--- src/rtl/cond_pkg.sv ---
// Shared definitions for the condition/flag unit: ARMv4 condition codes,
// NZCV bit positions and FLAG_WRITE bit positions.
package cond_pkg;

    // ARMv4 condition field encodings, instruction bits [31:28].
    typedef enum logic [3:0] {
        EQ = 4'd0,  NE = 4'd1,  CS = 4'd2,  CC = 4'd3,
        MI = 4'd4,  PL = 4'd5,  VS = 4'd6,  VC = 4'd7,
        HI = 4'd8,  LS = 4'd9,  GE = 4'd10, LT = 4'd11,
        GT = 4'd12, LE = 4'd13, AL = 4'd14, NV = 4'd15
    } cond_e;

    // Bit positions inside NZCV_Q / ALU_FLAGS.
    localparam int N_IDX = 0;
    localparam int Z_IDX = 1;
    localparam int C_IDX = 2;
    localparam int V_IDX = 3;

    // Bit positions inside FLAG_WRITE.
    localparam int FW_NZ = 1;
    localparam int FW_CV = 0;

endpackage

--- src/rtl/cond_flag_unit_if.sv ---
// Decoder/ALU side bundle of the condition/flag unit. The master drives the
// instruction and ungated enables; the slave (the unit) returns gated enables,
// the condition result, the flags and the performance counters.
interface cond_flag_unit_if #(
    parameter int CNT_BITS = 32
);
    logic                VALID_IN;
    logic                STALL;
    logic                FLUSH;
    logic [3:0]          COND;
    logic [1:0]          FLAG_WRITE;
    logic [3:0]          ALU_FLAGS;
    logic                REG_WRITE_IN;
    logic                MEM_WRITE_IN;
    logic                PC_SRC_IN;
    logic                REG_WRITE;
    logic                MEM_WRITE;
    logic                PC_SRC;
    logic                COND_EX;
    logic [3:0]          NZCV_Q;
    logic [CNT_BITS-1:0] EXEC_CNT;
    logic [CNT_BITS-1:0] ANNUL_CNT;

    modport master (
        output VALID_IN, STALL, FLUSH, COND, FLAG_WRITE, ALU_FLAGS,
               REG_WRITE_IN, MEM_WRITE_IN, PC_SRC_IN,
        input  REG_WRITE, MEM_WRITE, PC_SRC, COND_EX, NZCV_Q, EXEC_CNT, ANNUL_CNT
    );

    modport slave (
        input  VALID_IN, STALL, FLUSH, COND, FLAG_WRITE, ALU_FLAGS,
               REG_WRITE_IN, MEM_WRITE_IN, PC_SRC_IN,
        output REG_WRITE, MEM_WRITE, PC_SRC, COND_EX, NZCV_Q, EXEC_CNT, ANNUL_CNT
    );
endinterface

--- src/rtl/cond_check.sv ---
// Pure combinational ARMv4 condition decoder: (COND, NZCV) -> pass.
// Kept standalone so a predicated-branch unit can reuse it.
module cond_check
    import cond_pkg::*;
(
    input  logic [3:0] cond_i,
    input  logic [3:0] nzcv_i,
    output logic       pass_o
);
    logic n, z, c, v;

    assign n = nzcv_i[N_IDX];
    assign z = nzcv_i[Z_IDX];
    assign c = nzcv_i[C_IDX];
    assign v = nzcv_i[V_IDX];

    // Decode the condition field against the current flags.
    // NOTE: every variable written in an always_comb gets a default first so no path can infer a latch.
    always_comb begin
        pass_o = 1'b0;
        case (cond_e'(cond_i))
            EQ: pass_o = z;
            NE: pass_o = !z;
            CS: pass_o = c;
            CC: pass_o = !c;
            MI: pass_o = n;
            PL: pass_o = !n;
            VS: pass_o = v;
            VC: pass_o = !v;
            HI: pass_o = c && !z;
            LS: pass_o = !c || z;
            GE: pass_o = (n == v);
            LT: pass_o = (n != v);
            GT: pass_o = !z && (n == v);
            LE: pass_o = z || (n != v);
            AL: pass_o = 1'b1;
            NV: pass_o = 1'b0;
            default: pass_o = 1'b0;
        endcase
    end
endmodule

--- src/rtl/cond_flag_unit.sv ---
// Architectural NZCV register, condition gating of the write/redirect enables
// and executed/annulled instruction counters.
module cond_flag_unit
    import cond_pkg::*;
#(
    parameter int CNT_BITS = 32
) (
    input  logic            CLK,
    input  logic            RESET,
    cond_flag_unit_if.slave bus
);
    logic [3:0]          nzcv_q,  nzcv_d;
    logic [CNT_BITS-1:0] exec_q,  exec_d;
    logic [CNT_BITS-1:0] annul_q, annul_d;
    logic                cond_ex;
    logic                act;

    // Decode is on the registered flags only; ALU_FLAGS never feed it.
    cond_check u_cond_check (
        .cond_i (bus.COND),
        .nzcv_i (nzcv_q),
        .pass_o (cond_ex)
    );

    // An instruction really issues only when present, not cancelled, not held and not in reset.
    assign act = bus.VALID_IN && !bus.FLUSH && !bus.STALL && !RESET;

    assign bus.COND_EX   = cond_ex;
    assign bus.REG_WRITE = bus.REG_WRITE_IN && cond_ex && act;
    assign bus.MEM_WRITE = bus.MEM_WRITE_IN && cond_ex && act;
    assign bus.PC_SRC    = bus.PC_SRC_IN    && cond_ex && act;
    assign bus.NZCV_Q    = nzcv_q;
    assign bus.EXEC_CNT  = exec_q;
    assign bus.ANNUL_CNT = annul_q;

    // Next flags and counters: only an issuing instruction changes anything.
    always_comb begin
        nzcv_d  = nzcv_q;
        exec_d  = exec_q;
        annul_d = annul_q;
        if (act) begin
            if (cond_ex) begin
                exec_d = exec_q + 1'b1;
                if (bus.FLAG_WRITE[FW_NZ]) begin
                    nzcv_d[N_IDX] = bus.ALU_FLAGS[N_IDX];
                    nzcv_d[Z_IDX] = bus.ALU_FLAGS[Z_IDX];
                end
                if (bus.FLAG_WRITE[FW_CV]) begin
                    nzcv_d[C_IDX] = bus.ALU_FLAGS[C_IDX];
                    nzcv_d[V_IDX] = bus.ALU_FLAGS[V_IDX];
                end
            end else begin
                annul_d = annul_q + 1'b1;
            end
        end
    end

    // State register with synchronous reset taking priority over everything.
    // NOTE: sequential state uses non-blocking assignments so every register samples pre-edge values.
    always_ff @(posedge CLK) begin
        if (RESET) begin
            nzcv_q  <= 4'b0000;
            exec_q  <= '0;
            annul_q <= '0;
        end else begin
            nzcv_q  <= nzcv_d;
            exec_q  <= exec_d;
            annul_q <= annul_d;
        end
    end
endmodule

--- src/flat_wrapper.sv ---
// flat-port wrapper written by rule: the top's interface ports become plain ports
module cond_flag_unit_flat import cond_pkg::*;
#(
    parameter int CNT_BITS = 32
)
  (CLK, RESET, bus_VALID_IN, bus_STALL, bus_FLUSH, bus_COND, bus_FLAG_WRITE, bus_ALU_FLAGS, bus_REG_WRITE_IN, bus_MEM_WRITE_IN, bus_PC_SRC_IN, bus_REG_WRITE, bus_MEM_WRITE, bus_PC_SRC, bus_COND_EX, bus_NZCV_Q, bus_EXEC_CNT, bus_ANNUL_CNT);
  cond_flag_unit_if #(.CNT_BITS(CNT_BITS)) bus_i ();
  input  logic CLK;
  input  logic RESET;
  input wire logic [$bits(bus_i.VALID_IN)-1:0] bus_VALID_IN;
  input wire logic [$bits(bus_i.STALL)-1:0] bus_STALL;
  input wire logic [$bits(bus_i.FLUSH)-1:0] bus_FLUSH;
  input wire logic [$bits(bus_i.COND)-1:0] bus_COND;
  input wire logic [$bits(bus_i.FLAG_WRITE)-1:0] bus_FLAG_WRITE;
  input wire logic [$bits(bus_i.ALU_FLAGS)-1:0] bus_ALU_FLAGS;
  input wire logic [$bits(bus_i.REG_WRITE_IN)-1:0] bus_REG_WRITE_IN;
  input wire logic [$bits(bus_i.MEM_WRITE_IN)-1:0] bus_MEM_WRITE_IN;
  input wire logic [$bits(bus_i.PC_SRC_IN)-1:0] bus_PC_SRC_IN;
  output wire logic [$bits(bus_i.REG_WRITE)-1:0] bus_REG_WRITE;
  output wire logic [$bits(bus_i.MEM_WRITE)-1:0] bus_MEM_WRITE;
  output wire logic [$bits(bus_i.PC_SRC)-1:0] bus_PC_SRC;
  output wire logic [$bits(bus_i.COND_EX)-1:0] bus_COND_EX;
  output wire logic [$bits(bus_i.NZCV_Q)-1:0] bus_NZCV_Q;
  output wire logic [$bits(bus_i.EXEC_CNT)-1:0] bus_EXEC_CNT;
  output wire logic [$bits(bus_i.ANNUL_CNT)-1:0] bus_ANNUL_CNT;
  assign bus_i.VALID_IN = bus_VALID_IN;
  assign bus_i.STALL = bus_STALL;
  assign bus_i.FLUSH = bus_FLUSH;
  assign bus_i.COND = bus_COND;
  assign bus_i.FLAG_WRITE = bus_FLAG_WRITE;
  assign bus_i.ALU_FLAGS = bus_ALU_FLAGS;
  assign bus_i.REG_WRITE_IN = bus_REG_WRITE_IN;
  assign bus_i.MEM_WRITE_IN = bus_MEM_WRITE_IN;
  assign bus_i.PC_SRC_IN = bus_PC_SRC_IN;
  assign bus_REG_WRITE = bus_i.REG_WRITE;
  assign bus_MEM_WRITE = bus_i.MEM_WRITE;
  assign bus_PC_SRC = bus_i.PC_SRC;
  assign bus_COND_EX = bus_i.COND_EX;
  assign bus_NZCV_Q = bus_i.NZCV_Q;
  assign bus_EXEC_CNT = bus_i.EXEC_CNT;
  assign bus_ANNUL_CNT = bus_i.ANNUL_CNT;
  cond_flag_unit #(.CNT_BITS(CNT_BITS)) u_core (.CLK(CLK), .RESET(RESET), .bus(bus_i));
endmodule
--- config.mk ---
export PLATFORM = sky130hd
export DESIGN_NAME = cond_flag_unit_flat
export DESIGN_NICKNAME = d
export VERILOG_FILES = /design/src/rtl/cond_pkg.sv /design/src/rtl/cond_flag_unit_if.sv /design/src/rtl/cond_check.sv /design/src/rtl/cond_flag_unit.sv /design/src/flat_wrapper.sv
export SDC_FILE = /design/constraint.sdc
export NUM_CORES = 1
export LEC_CHECK = 0
export ABC_AREA = 1
export BUFFER_PORTS_ARGS = -buffer_cell sky130_fd_sc_hd__buf_2
export CELL_PAD_IN_SITES_DETAIL_PLACEMENT = 2
export CELL_PAD_IN_SITES_GLOBAL_PLACEMENT = 2
export CORE_UTILIZATION = 33
export CTS_BUF_LIST = sky130_fd_sc_hd__clkbuf_4 sky130_fd_sc_hd__clkbuf_8
export DETAILED_ROUTE_END_ITERATION = 6
export PLACE_DENSITY = 0.95
export SETUP_SLACK_MARGIN = 0.4
export SLEW_MARGIN = 20
export SYNTH_ARGS = -nofsm -noshare
export SYNTH_HDL_FRONTEND = slang
export SYNTH_SLANG_ARGS = --single-unit
--- constraint.sdc ---
create_clock -name CLK -period 5.2 [get_ports CLK]
set_clock_uncertainty 0.15 [all_clocks]
set_input_delay 0.26 -clock CLK [delete_from_list [all_inputs] [get_ports CLK]]
set_output_delay 0.26 -clock CLK [all_outputs]
set_load 0.05 [all_outputs]
==> key figures <==
Yosys
  – Post-synthesis sequential area ratio: 0.308
  – Main combinational cell family by area after synthesis: simple AND/OR/NAND/NOR gates
  – Compound-Gate Fraction of Synth Area: 0.0809
  – Synth Area in Simple Gates: 0.420
  – Adder-Cell Fraction of Synth Area: 0.00566
  – Avg Cell Area, Syn: between 6 and 7 um^2
  – Syn nets: about 710
  – Post-Syn Instances: 689
  – Cell area after synthesis: roughly 4400 um^2
  – Netlist cell types: 28
  – Post-synthesis xor/xnor area fraction: 0.107
  – Yosys warnings: 0
  – Register bit total from synthesis: a little under 70
  – Mux share of post-synthesis cell area: 0

Timing
  – Final hold violations: 0
  – Worst-Margin Slew: between 0.9 and 1 ns
  – Final Critical Period: about 3.3 ns
  – Fmax achieved: 304 MHz
  – Setup-failing EPs final: 0
  – RSZ-0062 raised after global routing: no
  – Final hold slack: 0.0952 ns
  – Final TNS setup: 0 ns
  – Slew Limit Fails: 0
  – Worst slew margin: 0.355
  – Period utilisation layout: 0.632
  – Setup ws final: approximately 1.9 ns

Routing
  – Final wirelength: ~19000 um
  – First-pass DRT Iterations: 4
  – Routed length on met3: ~650 um
  – DR iter-0 viols: 225
  – Met2 wire length: roughly 10000 um
  – Avg Vias per Cell: 5.50
  – Wire per inst: a little over 20 um
  – Highest metal used: met4
  – DRT antenna net count: 0
  – Via count: about 5200
  – Metal-1 WL: between 7000 and 8000 um
  – DRC: 0

Floorplanning
  – Die width: about 120 um
  – Rows: 41
  – Die Height: ~120 um
  – Top Ports: 90
  – Initial core utilization: 0.345
  – Core area: ~13000 um^2
  – Die ar.: 13900 um^2

Clock tree
  – CTS tree: yes
  – Post-cts resize count: 0
  – # H-tree levels: 3
  – Clk slew on worst S/H paths: 0.08 ns
  – Hold Buf Count CTS: 0
  – Root buf cell: clkbuf_8
  – CTS max path bufs: 2
  – Clk_lat worst skew: around 0.39 ns
  – Post-CTS setup buffers: 0
  – CTS Buf Count: 9
  – TritonCTS Sinks: 68

Pwr
  – Switching Fraction: 0.272
  – Clock Power Share: 0.461
  – Gate power share: 0.078
  – Power Dens Cells: between 200 and 250 nW/um^2
  – Peak supply drop: between 0.1 and 0.15 mV
  – Register share of total power: 0.461
  – Internal: slightly above 800 uW
  – LEAKAGE: between 0.002 and 0.0025 uW
  – Net Switching: around 310 uW

Finish
  – Ant diodes: 0
  – Fillers: ~1600
  – Layout cells sized above 1: 0.160
  – Area grow syn2layout: 16.4%
  – # nets final: slightly below 800

Worst hold path
  – Hold path depth: 4
  – Hold WC Path Type: primary input to flip-flop

Worst setup path
  – Worst Path Arrival: roughly 2.9 ns
  – WS Path Type: flip-flop to output pin
  – R2R cell count: 13
  – WP data required: approximately 4.8 ns
  – Largest fanout on the critical path: 42
  – CP Launch Type: flip-flop
  – Endpoint type of the worst setup path: output pin

GRT
  – Antenna violations before repair: 0
  – Global-route wire length before repair: between 30000 and 40000 um
  – Gr ovfl total: 0
  – Number of global-route vias before repair: around 6000
  – Tot GR Track Use: 0.284
  – Largest net degree at the start of global routing: 64

Placed design
  – Pre-CTS setup slack: around 2 ns
  – GP Congestion: 0.902
  – Hpwl dp: approximately 13000 um
  – Buffers added on ports: 89

Outcome
  – Run status: finished, final reports clean

Run
  – Max-cap violations: 0
-- cell usage after synthesis, drive strengths merged --
cell / number / area, um^2
nand3b: 12 / 90.1
o21ai: 2 / 10.0
xor2: 33 / 289
buf: 22 / 146
nor3: 30 / 160
nor2: 71 / 274
xnor2: 21 / 184
nand3: 90 / 468
dfxtp: 68 / 1360
nand4: 5 / 37.5
nand2: 206 / 786
ha: 2 / 25.0
inv: 47 / 176
nor3b: 5 / 37.5
o211ai: 1 / 12.5
a21oi: 67 / 335
and3: 1 / 6.26
clkbuf: 6 / 22.5
-- routing by layer --
metal	global-route usage	vias to the layer above
li1	-	2382
met5	0	-
met2	0.523	127
met3	0.0422	61
met4	0.159	0
met1	0.310	2591
-- power by group through the flow --
stage / combinational (uW) / clock (uW) / sequential (uW)
after floorplan: 63.5 / 0 / 538
after global placement: 79.2 / 0 / 535
after detailed placement: 86.1 / 0 / 535
after CTS: 87.1 / 530 / 523
after global routing: 94.9 / 546 / 523
final: 87.9 / 523 / 523
-- flip-flops by register name (all words and copies together), names as in the netlist --
| name | cells |
|---|---|
| u_core.bus.ANNUL_CNT | 32 |
| u_core.bus.EXEC_CNT | 32 |
| u_core.bus.NZCV_Q | 4 |
-- worst max-delay path, cell delays in order (launching register included) --
cell and delay (ns):
dfxtp_1 0.51, inv_2 0.07, nand2_1 0.09, nand2_1 0.07, nand3_1 0.08, nand2_1 0.06
nand2_1 0.07, nand3_1 0.11, nand2_2 0.13, nand3_4 0.44, nand2_4 0.53, nor2_1 0.08
buf_2 0.22
-- metrics by stage --
step | std cells | cell area [um^2] | power, uW | utilization
6_report | 939 | 5150 | 1130 | 0.401
5_1_grt | 939 | 5150 | 1160 | 0.401
4_1_cts | 939 | 5150 | 1140 | 0.401
3_5_place_dp | 924 | 4930 | 621 | 0.384
3_3_place_gp | 924 | 4930 | 614 | 0.384
2_1_floorplan | 689 | 4420 | 601 | -
-- kinds of logic (layout without fill, tap and decap cells) --
group / Yosys count / after routing
buffers and inverters: 75 / 153
adders and majority gates: 2 / 2
xor gates and xnor gates: 54 / 54
and+or+nand+nor: 420 / 420
DFF: 68 / 68
AOI/OAI and AO/OA: 70 / 70
-- path summary, 6_finish.rpt --
| path | slack, ns | end | start |
|---|---|---|---|
| max reg2reg | 2.36 | u_core.bus.EXEC_CNT[0] | u_core.bus.NZCV_Q[0] |
| min reg2reg | 0.36 | u_core.bus.EXEC_CNT[31] | u_core.bus.EXEC_CNT[31] |
| min | 0.1 | u_core.bus.NZCV_Q[2] | bus_ALU_FLAGS[2] |
| max | 1.91 | bus_MEM_WRITE | u_core.bus.NZCV_Q[0] |
-- cell type report --
type	instances	area (um^2)	area share
timing repair buffer	91	460	0.0894
inverter	47	176	0.0343
clock buffer	11	145	0.0282
clock inverter	4	73.8	0.0143
sequential	68	1360	0.264
multi-input combinational	546	2720	0.528
tap	172	215	0.0418
-- placed cells by master, fill, tap and decap left out --
cell type	count
bufinv_16	2
nand3_4	1
buf_4	2
clkinv_4	1
ha_1	2
nand2_1	203
nor2_2	3
clkinv_2	1
dfxtp_1	68
inv_1	43
o211ai_2	1
clkbuf_4	1
a21oi_1	67
nand2_2	2
nand3b_1	12
nand4_2	1
o21ai_0	2
nor2_1	68
inv_2	4
nor3_2	2
nor3_1	28
clkbuf_8	10
xor2_1	33
nand3_1	88
buf_2	89
nand4_1	4
and3_2	1
nand3_2	1
nand2_4	1
xnor2_1	21
nor3b_1	5
(Power assumes the default switching activity.)
